--- src/rtl/icache_pkg.sv ---
// Shared types and widths for the N-way set-associative instruction cache.
package icache_pkg;

  localparam int LINE_W         = 128;
  localparam int WORD_W         = 32;
  localparam int ADDR_W         = 30;
  localparam int LINE_ADDR_W    = 28;
  localparam int WORDS_PER_LINE = LINE_W / WORD_W;

  typedef enum logic [1:0] {
    IDLE,
    ALLOC,
    REFILL
  } state_e;

  // Extract word 'sel' from a line; word k sits at bits [32k+31:32k].
  function automatic logic [WORD_W-1:0] line_word(input logic [LINE_W-1:0] line,
                                                  input logic [1:0]        sel);
    return line[sel*WORD_W +: WORD_W];
  endfunction

endpackage

--- src/rtl/icache_nway_if.sv ---
// Fetch-port and line-memory bus between the pipeline, the cache and memory.
interface icache_nway_if;
  import icache_pkg::*;

  logic                   proc_read;
  logic [ADDR_W-1:0]      proc_addr;
  logic                   proc_flush;
  logic [WORD_W-1:0]      proc_rdata;
  logic                   proc_stall;

  logic                   mem_read;
  logic [LINE_ADDR_W-1:0] mem_addr;
  logic [LINE_W-1:0]      mem_rdata;
  logic                   mem_ready;

  // The cache is the slave of the fetch port and the master of memory.
  modport slave (
    input  proc_read, proc_addr, proc_flush, mem_rdata, mem_ready,
    output proc_rdata, proc_stall, mem_read, mem_addr
  );

  modport master (
    output proc_read, proc_addr, proc_flush, mem_rdata, mem_ready,
    input  proc_rdata, proc_stall, mem_read, mem_addr
  );

endinterface

--- src/rtl/icache_victim_sel.sv ---
// Per-set round-robin pointers and invalid-first victim selection.
module icache_victim_sel #(
  parameter  int WAYS  = 2,
  parameter  int SETS  = 4,
  localparam int IDX_W = $clog2(SETS),
  localparam int WAY_W = (WAYS > 1) ? $clog2(WAYS) : 1
) (
  input  logic             clk,
  input  logic             proc_reset_n,
  input  logic [IDX_W-1:0] set_idx,
  input  logic [WAYS-1:0]  set_valid,
  input  logic             refill,
  input  logic             flush,
  output logic [WAY_W-1:0] victim
);

  logic [WAY_W-1:0] ptr_q [SETS];
  logic [WAY_W-1:0] ptr_d [SETS];
  logic             any_invalid;
  logic [WAY_W-1:0] first_invalid;

  // Scan from the top so the lowest-index invalid way wins.
  always_comb begin
    any_invalid   = 1'b0;
    first_invalid = '0;
    for (int w = WAYS - 1; w >= 0; w--) begin
      if (!set_valid[w]) begin
        any_invalid   = 1'b1;
        first_invalid = WAY_W'(w);
      end
    end
    victim = any_invalid ? first_invalid : ptr_q[set_idx];
  end

  // NOTE: every variable written here gets a default first, so no latch is inferred.
  always_comb begin
    ptr_d = ptr_q;
    if (flush) begin
      for (int s = 0; s < SETS; s++) ptr_d[s] = '0;
    end else if (refill && !any_invalid) begin
      ptr_d[set_idx] = (ptr_q[set_idx] == WAY_W'(WAYS - 1)) ? '0 : ptr_q[set_idx] + 1'b1;
    end
  end

  // NOTE: sequential state uses non-blocking assignments only.
  always_ff @(posedge clk or negedge proc_reset_n) begin
    if (!proc_reset_n) begin
      for (int s = 0; s < SETS; s++) ptr_q[s] <= '0;
    end else begin
      ptr_q <= ptr_d;
    end
  end

endmodule

--- src/rtl/icache_nway.sv ---
// N-way set-associative read-only instruction cache with round-robin
// replacement, whole-cache flush and saturating hit/miss counters.
module icache_nway
  import icache_pkg::*;
#(
  parameter int WAYS  = 2,
  parameter int SETS  = 4,
  parameter int CNT_W = 32
) (
  input  logic             clk,
  input  logic             proc_reset_n,
  icache_nway_if.slave     bus,
  output logic [CNT_W-1:0] hit_cnt,
  output logic [CNT_W-1:0] miss_cnt
);

  localparam int IDX_W = $clog2(SETS);
  localparam int TAG_W = LINE_ADDR_W - IDX_W;
  localparam int WAY_W = (WAYS > 1) ? $clog2(WAYS) : 1;

  state_e            state_q, state_d;
  logic [WAYS-1:0]   valid_q [SETS];
  logic [WAYS-1:0]   valid_d [SETS];
  logic [TAG_W-1:0]  tag_q   [SETS][WAYS];
  logic [LINE_W-1:0] data_q  [SETS][WAYS];
  logic              flush_pend_q, flush_pend_d;
  logic [LINE_W-1:0] line_buf_q, line_buf_d;
  logic [CNT_W-1:0]  hit_cnt_q, hit_cnt_d;
  logic [CNT_W-1:0]  miss_cnt_q, miss_cnt_d;

  logic [IDX_W-1:0]  set_idx;
  logic [TAG_W-1:0]  req_tag;
  logic [1:0]        word_sel;
  logic              hit;
  logic [WAY_W-1:0]  hit_way;
  logic [WAY_W-1:0]  victim;
  logic              flush_now;
  logic              fill_we;

  assign set_idx      = bus.proc_addr[IDX_W+1:2];
  assign req_tag      = bus.proc_addr[ADDR_W-1:IDX_W+2];
  assign word_sel     = bus.proc_addr[1:0];
  assign bus.mem_addr = bus.proc_addr[ADDR_W-1:2];
  assign hit_cnt      = hit_cnt_q;
  assign miss_cnt     = miss_cnt_q;

  // Tags are unique within a set, so at most one way matches.
  always_comb begin
    hit     = 1'b0;
    hit_way = '0;
    for (int w = 0; w < WAYS; w++) begin
      if (valid_q[set_idx][w] && (tag_q[set_idx][w] == req_tag)) begin
        hit     = 1'b1;
        hit_way = WAY_W'(w);
      end
    end
  end

  icache_victim_sel #(
    .WAYS (WAYS),
    .SETS (SETS)
  ) u_victim_sel (
    .clk          (clk),
    .proc_reset_n (proc_reset_n),
    .set_idx      (set_idx),
    .set_valid    (valid_q[set_idx]),
    .refill       (fill_we),
    .flush        (flush_now),
    .victim       (victim)
  );

  always_comb begin
    state_d        = state_q;
    flush_pend_d   = flush_pend_q;
    line_buf_d     = line_buf_q;
    hit_cnt_d      = hit_cnt_q;
    miss_cnt_d     = miss_cnt_q;
    flush_now      = 1'b0;
    fill_we        = 1'b0;
    bus.proc_stall = 1'b0;
    bus.mem_read   = 1'b0;
    bus.proc_rdata = '0;

    unique case (state_q)
      IDLE: begin
        if (flush_pend_q) begin
          // A flush deferred from a refill costs exactly one stall cycle here.
          bus.proc_stall = 1'b1;
          flush_now      = 1'b1;
          flush_pend_d   = 1'b0;
        end else begin
          if (bus.proc_read && hit) begin
            bus.proc_rdata = line_word(data_q[set_idx][hit_way], word_sel);
            hit_cnt_d      = (hit_cnt_q == '1) ? hit_cnt_q : hit_cnt_q + 1'b1;
          end else if (bus.proc_read) begin
            bus.proc_stall = 1'b1;
            bus.mem_read   = 1'b1;
            state_d        = ALLOC;
            miss_cnt_d     = (miss_cnt_q == '1) ? miss_cnt_q : miss_cnt_q + 1'b1;
          end
          flush_now = bus.proc_flush;
        end
      end
      ALLOC: begin
        bus.proc_stall = 1'b1;
        bus.mem_read   = 1'b1;
        if (bus.mem_ready) begin
          line_buf_d = bus.mem_rdata;
          state_d    = REFILL;
        end
        if (bus.proc_flush) flush_pend_d = 1'b1;
      end
      REFILL: begin
        bus.proc_stall = 1'b1;
        fill_we        = 1'b1;
        state_d        = IDLE;
        if (bus.proc_flush) flush_pend_d = 1'b1;
      end
      default: state_d = IDLE;
    endcase
  end

  // Valid bits and tags change only at REFILL, so a half-filled line never hits.
  always_comb begin
    valid_d = valid_q;
    if (flush_now) begin
      for (int s = 0; s < SETS; s++) valid_d[s] = '0;
    end else if (fill_we) begin
      valid_d[set_idx][victim] = 1'b1;
    end
  end

  always_ff @(posedge clk or negedge proc_reset_n) begin
    if (!proc_reset_n) begin
      state_q      <= IDLE;
      flush_pend_q <= 1'b0;
      line_buf_q   <= '0;
      hit_cnt_q    <= '0;
      miss_cnt_q   <= '0;
      for (int s = 0; s < SETS; s++) valid_q[s] <= '0;
    end else begin
      state_q      <= state_d;
      flush_pend_q <= flush_pend_d;
      line_buf_q   <= line_buf_d;
      hit_cnt_q    <= hit_cnt_d;
      miss_cnt_q   <= miss_cnt_d;
      valid_q      <= valid_d;
    end
  end

  // NOTE: tag and data arrays are not reset; the valid bits gate every use.
  always_ff @(posedge clk) begin
    if (fill_we) begin
      tag_q[set_idx][victim]  <= req_tag;
      data_q[set_idx][victim] <= line_buf_q;
    end
  end

endmodule

--- src/flat_wrapper.sv ---
// flat-port wrapper written by rule: the top's interface ports become plain ports
module icache_nway_flat import icache_pkg::*;
#(
  parameter int WAYS  = 2,
  parameter int SETS  = 4,
  parameter int CNT_W = 32
)
  (clk, proc_reset_n, hit_cnt, miss_cnt, bus_proc_read, bus_proc_addr, bus_proc_flush, bus_mem_rdata, bus_mem_ready, bus_proc_rdata, bus_proc_stall, bus_mem_read, bus_mem_addr);
  icache_nway_if bus_i ();
  input  logic clk;
  input  logic proc_reset_n;
  output logic [CNT_W-1:0] hit_cnt;
  output logic [CNT_W-1:0] miss_cnt;
  input wire logic [$bits(bus_i.proc_read)-1:0] bus_proc_read;
  input wire logic [$bits(bus_i.proc_addr)-1:0] bus_proc_addr;
  input wire logic [$bits(bus_i.proc_flush)-1:0] bus_proc_flush;
  input wire logic [$bits(bus_i.mem_rdata)-1:0] bus_mem_rdata;
  input wire logic [$bits(bus_i.mem_ready)-1:0] bus_mem_ready;
  output wire logic [$bits(bus_i.proc_rdata)-1:0] bus_proc_rdata;
  output wire logic [$bits(bus_i.proc_stall)-1:0] bus_proc_stall;
  output wire logic [$bits(bus_i.mem_read)-1:0] bus_mem_read;
  output wire logic [$bits(bus_i.mem_addr)-1:0] bus_mem_addr;
  assign bus_i.proc_read = bus_proc_read;
  assign bus_i.proc_addr = bus_proc_addr;
  assign bus_i.proc_flush = bus_proc_flush;
  assign bus_i.mem_rdata = bus_mem_rdata;
  assign bus_i.mem_ready = bus_mem_ready;
  assign bus_proc_rdata = bus_i.proc_rdata;
  assign bus_proc_stall = bus_i.proc_stall;
  assign bus_mem_read = bus_i.mem_read;
  assign bus_mem_addr = bus_i.mem_addr;
  icache_nway #(.WAYS(WAYS), .SETS(SETS), .CNT_W(CNT_W)) u_core (.clk(clk), .proc_reset_n(proc_reset_n), .bus(bus_i), .hit_cnt(hit_cnt), .miss_cnt(miss_cnt));
endmodule
--- config.mk ---
export PLATFORM = sky130hd
export DESIGN_NAME = icache_nway_flat
export DESIGN_NICKNAME = d
export VERILOG_FILES = /design/src/rtl/icache_pkg.sv /design/src/rtl/icache_nway_if.sv /design/src/rtl/icache_victim_sel.sv /design/src/rtl/icache_nway.sv /design/src/flat_wrapper.sv
export SDC_FILE = /design/constraint.sdc
export NUM_CORES = 2
export LEC_CHECK = 0
export CAP_MARGIN = 20
export CELL_PAD_IN_SITES_DETAIL_PLACEMENT = 0
export CELL_PAD_IN_SITES_GLOBAL_PLACEMENT = 1
export CORE_ASPECT_RATIO = 1.1
export CORE_MARGIN = 5
export CORE_UTILIZATION = 30
export DETAILED_ROUTE_END_ITERATION = 12
export HOLD_SLACK_MARGIN = 0.1
export PLACE_DENSITY_LB_ADDON = 0.1
export SYNTH_ARGS = -nofsm -noshare
export SYNTH_HDL_FRONTEND = slang
export SYNTH_HIERARCHICAL = 1
export SYNTH_SLANG_ARGS = --single-unit
--- constraint.sdc ---
create_clock -name clk -period 13.7 [get_ports clk]
set_clock_uncertainty 0.2 [all_clocks]
set_input_delay 2.74 -clock clk [delete_from_list [all_inputs] [get_ports clk]]
set_output_delay 2.74 -clock clk [all_outputs]
set_load 0.005 [all_outputs]
After elaboration in Yosys (flattened, before gate mapping). Memories as Yosys holds them, arrays and structs flattened. Cells that the tools add are included.

Flip-flop bits (word level): 207. Logic and storage cells: 117. Output and inout port bits: 126. Memories: 2. Latch bits: 0. Bits in writable memories: 1232. ROM bits: 0.

Memory list: u_core.data_q (depth 4, bits a word 256, rd ports 1, clocked after Yosys merged registers in 0, write ports 1, RTL line icache_nway.sv:25) `logic [LINE_W-1:0] data_q [SETS][WAYS];`; u_core.tag_q (depth 4, bits a word 52, rd ports 1, clocked after Yosys merged registers in 0, write ports 1, RTL line icache_nway.sv:24) `logic [TAG_W-1:0] tag_q [SETS][WAYS];`.

$mul: 0. Magnitude comparators: 7. Multiplexer cells: 54. Divide/modulo/power cells: 0. Eq/ne operators: 11. Reductions and logical operators: 18. $add $sub $neg: 3. Shift-type cells: 1. Bitwise logic cells: 8.

Operators with widths (number): 2-to-1 mux 128 bit (4); 2-to-1 mux 256 bit (1); demux 128 bit (select 1 bit) (1); variable part select 128 x 8 -> 32 bit (1); 2-to-1 mux 32 bit (3); adder 32 x 1 -> 32 bit, second input constant (2); == test 32 bit, second input constant (2); == test 26 bit (2); 2-to-1 mux 52 bit (1); demux 26 bit (select 1 bit) (1); 2-to-1 mux 26 bit (1); 2-to-1 mux 1 bit (21); 2-to-1 mux 8 bit (2); 2-to-1 mux 2 bit (7); 2-to-1 mux 4 bit (2); != test 2 bit, second input constant (4); bitwise OR 8 bit (1); AND reduction 4 bit (2); logical AND 1 bit (7); case mux 1 bit (2 select lines) (3); nonzero test 2 bit (3); AND reduction 5 bit (1); binary-select mux 2 bit (select 2 bit) (1); bitwise mux 4 bit (1); other kinds (22) (28).

Depth between registers and ports, before layout.
Word-level depth: 16. Gate-level depth with buffers: 13.

Cells and area by module. Netlist, hierarchy kept.

Modules (own cells, without submodules): icache_nway (instances 1, area an instance 56012.5 um^2, cells an instance 2672); icache_victim_sel (instances 1, area an instance 237.7 um^2, cells an instance 25).

Worst setup path before layout. Ideal clock, no wire load.

Path kind: in2reg. From: in bus_proc_addr[3]. To: mem u_core/data_q[0][128] (netlist bit), enable pin. Arrival time: 14583 ps. Stages on the path: 9. Library setup time: 858 ps. Data required time: 12642 ps. Slack: -1942 ps. Cell sequence: buf_2 buf_6 buf_2 buf_2 mux4_2 o21ai_0 a31oi_1 nand2b_1 nor3_1.

Word-level cells in the longest chain between the ends: 13. Elaborated cells on any way between the ends: 18. Those cells by class: order compare: 2; mux: 13; bitwise: 2; reduce/logical: 1.

RTL lines: from (decl) (RTL line flat_wrapper.sv:15) `input wire logic [$bits(bus_i.proc_addr)-1:0] bus_proc_addr;`; inverter 2 -> 3 bit (not written as such) (*) (RTL line icache_victim_sel.sv:32, icache_nway.sv:66); binary-select mux 2 bit (select 2 bit) (RTL line icache_nway.sv:66) `.set_valid (valid_q[set_idx]),`; 2-to-1 mux 2 bit (not written as such) (2 in a row) (RTL line icache_nway.sv:66); 2-to-1 mux 1 bit (2 in a row) (RTL line icache_victim_sel.sv:27) `if (!set_valid[w]) begin`; 2-to-1 mux 1 bit (*) (RTL line icache_victim_sel.sv:32) `victim = any_invalid ? first_invalid : ptr_q[set_idx];`; via u_core.victim (RTL line icache_nway.sv:36) `logic [WAY_W-1:0] victim;`; inverter 1 -> 2 bit (not written as such) (*) (RTL line icache_nway.sv:155) `data_q[set_idx][victim] <= line_buf_q;`; >= comparator 2 bit (not written as such) or < comparator 2 x 1 -> 1 bit (tied branches) (RTL line icache_nway.sv:155); logical AND 1 bit (not written as such) (RTL line icache_nway.sv:155); 2-to-1 mux 128 bit (not written as such) (RTL line icache_nway.sv:155); demux 128 bit (select 1 bit) (*) (RTL line icache_nway.sv:155); 2-to-1 mux 256 bit (not written as such) (*) (RTL line icache_nway.sv:155); to (decl) (RTL line icache_nway.sv:25).

The timed path passes the listed nets; every way through them passes the cells marked *. The select of a mux whose other input is x is not followed.

Final worst setup path.
From: in bus_proc_addr[2]. To: out bus_proc_rdata[31].

Word-level cells in the longest chain between the ends: 14. Elaborated cells on any way between the ends: 22. Those cells by class: eq/ne: 2; shift: 1; mux: 12; bitwise: 2; reduce/logical: 3; memory: 2.

RTL lines: branches (longest 11 deep; another with memory (4 x 52 bit)); 2-to-1 mux 32 bit (*) (RTL line icache_nway.sv:92) `if (bus.proc_read && hit) begin`; 2-to-1 mux 32 bit (*) (RTL line icache_nway.sv:86) `if (flush_pend_q) begin`; 2-to-1 mux 32 bit (*) (RTL line icache_nway.sv:84) `unique case (state_q)`; to (decl) (RTL line flat_wrapper.sv:19) `output wire logic [$bits(bus_i.proc_rdata)-1:0] bus_proc_rdata;`.

Mark *: on every way between the ends. The select of a mux whose other input is x is not followed.

==> impl_metrics.yaml <==
finish:
  fin_nets: 3224
  fin_area_sq_um: 67440
  area_growth_pct: 19.89
  drive_above_1_share_pct: 23.81
  filler_cell_count: 17120
grt:
  grt_pass1_vias: 29480
  grt_first_pass_wirelength_microns: 227800
  antenna_found_initial: 17
  grt_remaining_overflow: 0
  grt_max_degree: 121
  grt.total_usage_pct: 16.22
yosys:
  yosysTopAreaCellShare_pct: 65.77
  synthTopCellsByArea: "edfxtp_1 66%, mux4_2 12%, dfrtp_1 9.2%"
  synth_ff_type: "edfxtp_1"
  yosys_warnings: 6
  synth-edff-count: 1232
  netlist_area_sq_um: 56250
  syn_area_per_cell_sq_um: 20.86
  synth_seq_cells: 1439
  yosysMostFrequentCell: "edfxtp_1"
  syn-num-nets: 2866
  synth_cell_types: 53
  postSynthCellCount: 2697
  async_flop_share_pct: 14.38
  ys_seq_area_share_pct: 74.98
  yosys.area.top_type: "edfxtp_1"
  yosys-top-cells-count: "1232 x edfxtp_1, 304 x mux4_2, 207 x dfrtp_1"
placed_design:
  gp_congestion: 0.7388
  io_buffer_count: 288
  hpwl_microns: 96080
  place_area_sq_um: 62030
routing:
  wl_per_cell_microns: 28.48
  ant_nets: 0
  finalWirelength_microns: 160600
  drc: 0
  drt_iter0_drc: 1696
  vias: 27510
  dr.pass1.iters: 5
  via_per_inst: 4.879
sta:
  maxSlewViolCount: 0
  setup-violations-final: 0
  tightest_slew_ps: 1047
  fin_crit_ps: 11250
  hold_viol: 0
  relSlewSlack_pct: 30.23
  clock.fmax_mhz: 88.88
  fin_crit_sh_pct: 82.12
  tns_ps: 0
  rsz0062_at_grt: "false"
floorplanning:
  fp.coreArea_sq_um: 186300
  row_count: 166
  die_h_microns: 464.2
  start_util_pct: 30.19
  io_pins: 289
  chipWidth_microns: 422.9
  dieArea_sq_um: 196300
clocking:
  htree_levels: 4
  clock_path_buffers: 3
  clock_latency_ps: 800
  ctsResizeCount: 0
  hold_buffers: 0
  numCtsBuffers: 161
  clk_pin_slew_worst_paths_ps: 60
  cts_tree: "yes"
  cts_root_buffer: "clkbuf_16"
  cts.sinks: 1439
  cts_setup_buffers: 0
critical_path:
  required_ps: 10760
  crit_start: "bus_proc_addr[2]"
  start_kind: "input port"
  r2r_start: "u_core/valid_q[1]"
  r2r_slack_ps: 9100
  cp-end-kind: "output port"
  cp_max_fo: 38
  crit_path_end: "bus_proc_rdata[31]"
  critical_path_class: "input port to output port"
  reg2regPathDepth: 8
  r2r-end: "u_core/data_q[3][84]"
  cp_data_arrival_time_ps: 8310
job:
  cap_violations: 0
power:
  ir_drop_mv: 0.1309
  cellLeakagePower_nw: 22.94
  powerDensity_nw_per_um2: 170.4
status:
  status: "completed"
min_path:
  min-delay-path-class: "register to register"
## cell usage in the layout, fill, tap and decap left out, types with 32 or more instances in the layout
cell and count:
nand4_1 50, edfxtp_1 1232, mux2_2 132, o2111a_1 32, mux2i_1 171, xnor2_1 82
nand2_1 92, clkdlybuf4s50_1 283, clkbuf_1 46, mux4_2 304, clkbuf_16 163, dfrtp_1 207
buf_4 59
## state kept, by name, indices dropped and copies added, names as in the netlist
name	cells
u_core/flush_pend_q	1
u_core/line_buf_q	128
u_core/valid_q	8
u_core/hit_cnt	32
u_core/data_q	1024
u_core/miss_cnt	32
u_core/state_q	2
u_core/tag_q	208
u_core/u_victim_sel/ptr_q	4
## per-layer routing
| layer | wire [microns] | part of all wire [%] | up-vias | GRT usage (%) |
|---|---|---|---|---|
| li1 | - | - | 11730 | - |
| met2 | 82550 | 51 | 586 | 28.34 |
| met1 | 68010 | 42 | 15000 | 20.61 |
| met3 | 6058 | 3.8 | 188 | 3.019 |
| met5 | 60 | 0.037 | - | 0 |
| met4 | 3874 | 2.4 | 8 | 4.592 |
## cell families (layout without fill, tap and decap cells)
group | after synthesis | in the layout | share of synthesized area (%)
DFF | 1439 | 1439 | 74.98
muxes | 609 | 609 | 17.90
and+or+nand+nor | 290 | 290 | 2.602
buffers and inverters | 175 | 674 | 1.582
xor gates and xnor gates | 110 | 110 | 1.713
AOI/OAI and AO/OA | 68 | 68 | 1.088
adders and majority gates | 6 | 6 | 0.1335
other | 0 | 6 | 0
## stage by stage
step	hold slack, ps	cells	power, mW	setup WS [ps]	util, %
2_1_floorplan	260.8	2697	6.667	2182	-
3_3_place_gp	277.1	5326	7.216	2229	33.28
3_5_place_dp	289.0	5327	7.292	2250	33.29
4_1_cts	299.9	5631	11.69	2246	36.18
5_1_grt	318.5	5634	11.98	2064	36.19
6_report	297.5	5638	11.49	2449	36.20
## power breakdown
part / switching (mW) / internal, mW / leakage, nW / total [mW]
Combinational: 0.541 / 0.461 / 6.60 / 1.00
Sequential: 0.521 / 5.63 / 13.7 / 6.15
Clock: 1.78 / 2.56 / 2.62 / 4.34
Total: 2.84 / 8.65 / 22.9 / 11.5
## critical path, stage by stage
cell and delay, ps:
buf_8 340, buf_4 650, mux4_2 430, o221ai_1 130, or4_1 460, a211oi_1 380
nand3_4 560, buf_4 630, buf_4 500, mux2i_1 200, mux2i_1 170, o2111a_1 340
clkdlybuf4s50_1 570
## worst min-delay path by stage
stage                             from                 end  slack [ps]  cells past startpoint
global placement     u_core/hit_cnt[7]   u_core/hit_cnt[7]         280                      1
floorplan            u_core/valid_q[2]   u_core/valid_q[2]         260                      2
finish              u_core/hit_cnt[16]  u_core/hit_cnt[16]         300                      1
global route        u_core/miss_cnt[5]  u_core/miss_cnt[5]         320                      1
detailed placement   u_core/valid_q[4]   u_core/valid_q[4]         290                      2
CTS                 u_core/hit_cnt[20]  u_core/hit_cnt[20]         300                      1
## area by class of cell
class                      count  area [sq um]  share of cell area, %
clock inverter                82         945.9                  1.403
tap                         2436          3048                  4.519
inverter                      17         63.81                0.09462
antenna                        6         15.01                0.02226
clock buffer                 222          4431                  6.569
sequential                  1439         42180                  62.54
multi-input combinational   1083         13290                  19.70
timing repair buffer         353          3473                  5.150
No activity file was read; power rests on OpenSTA's default activity.
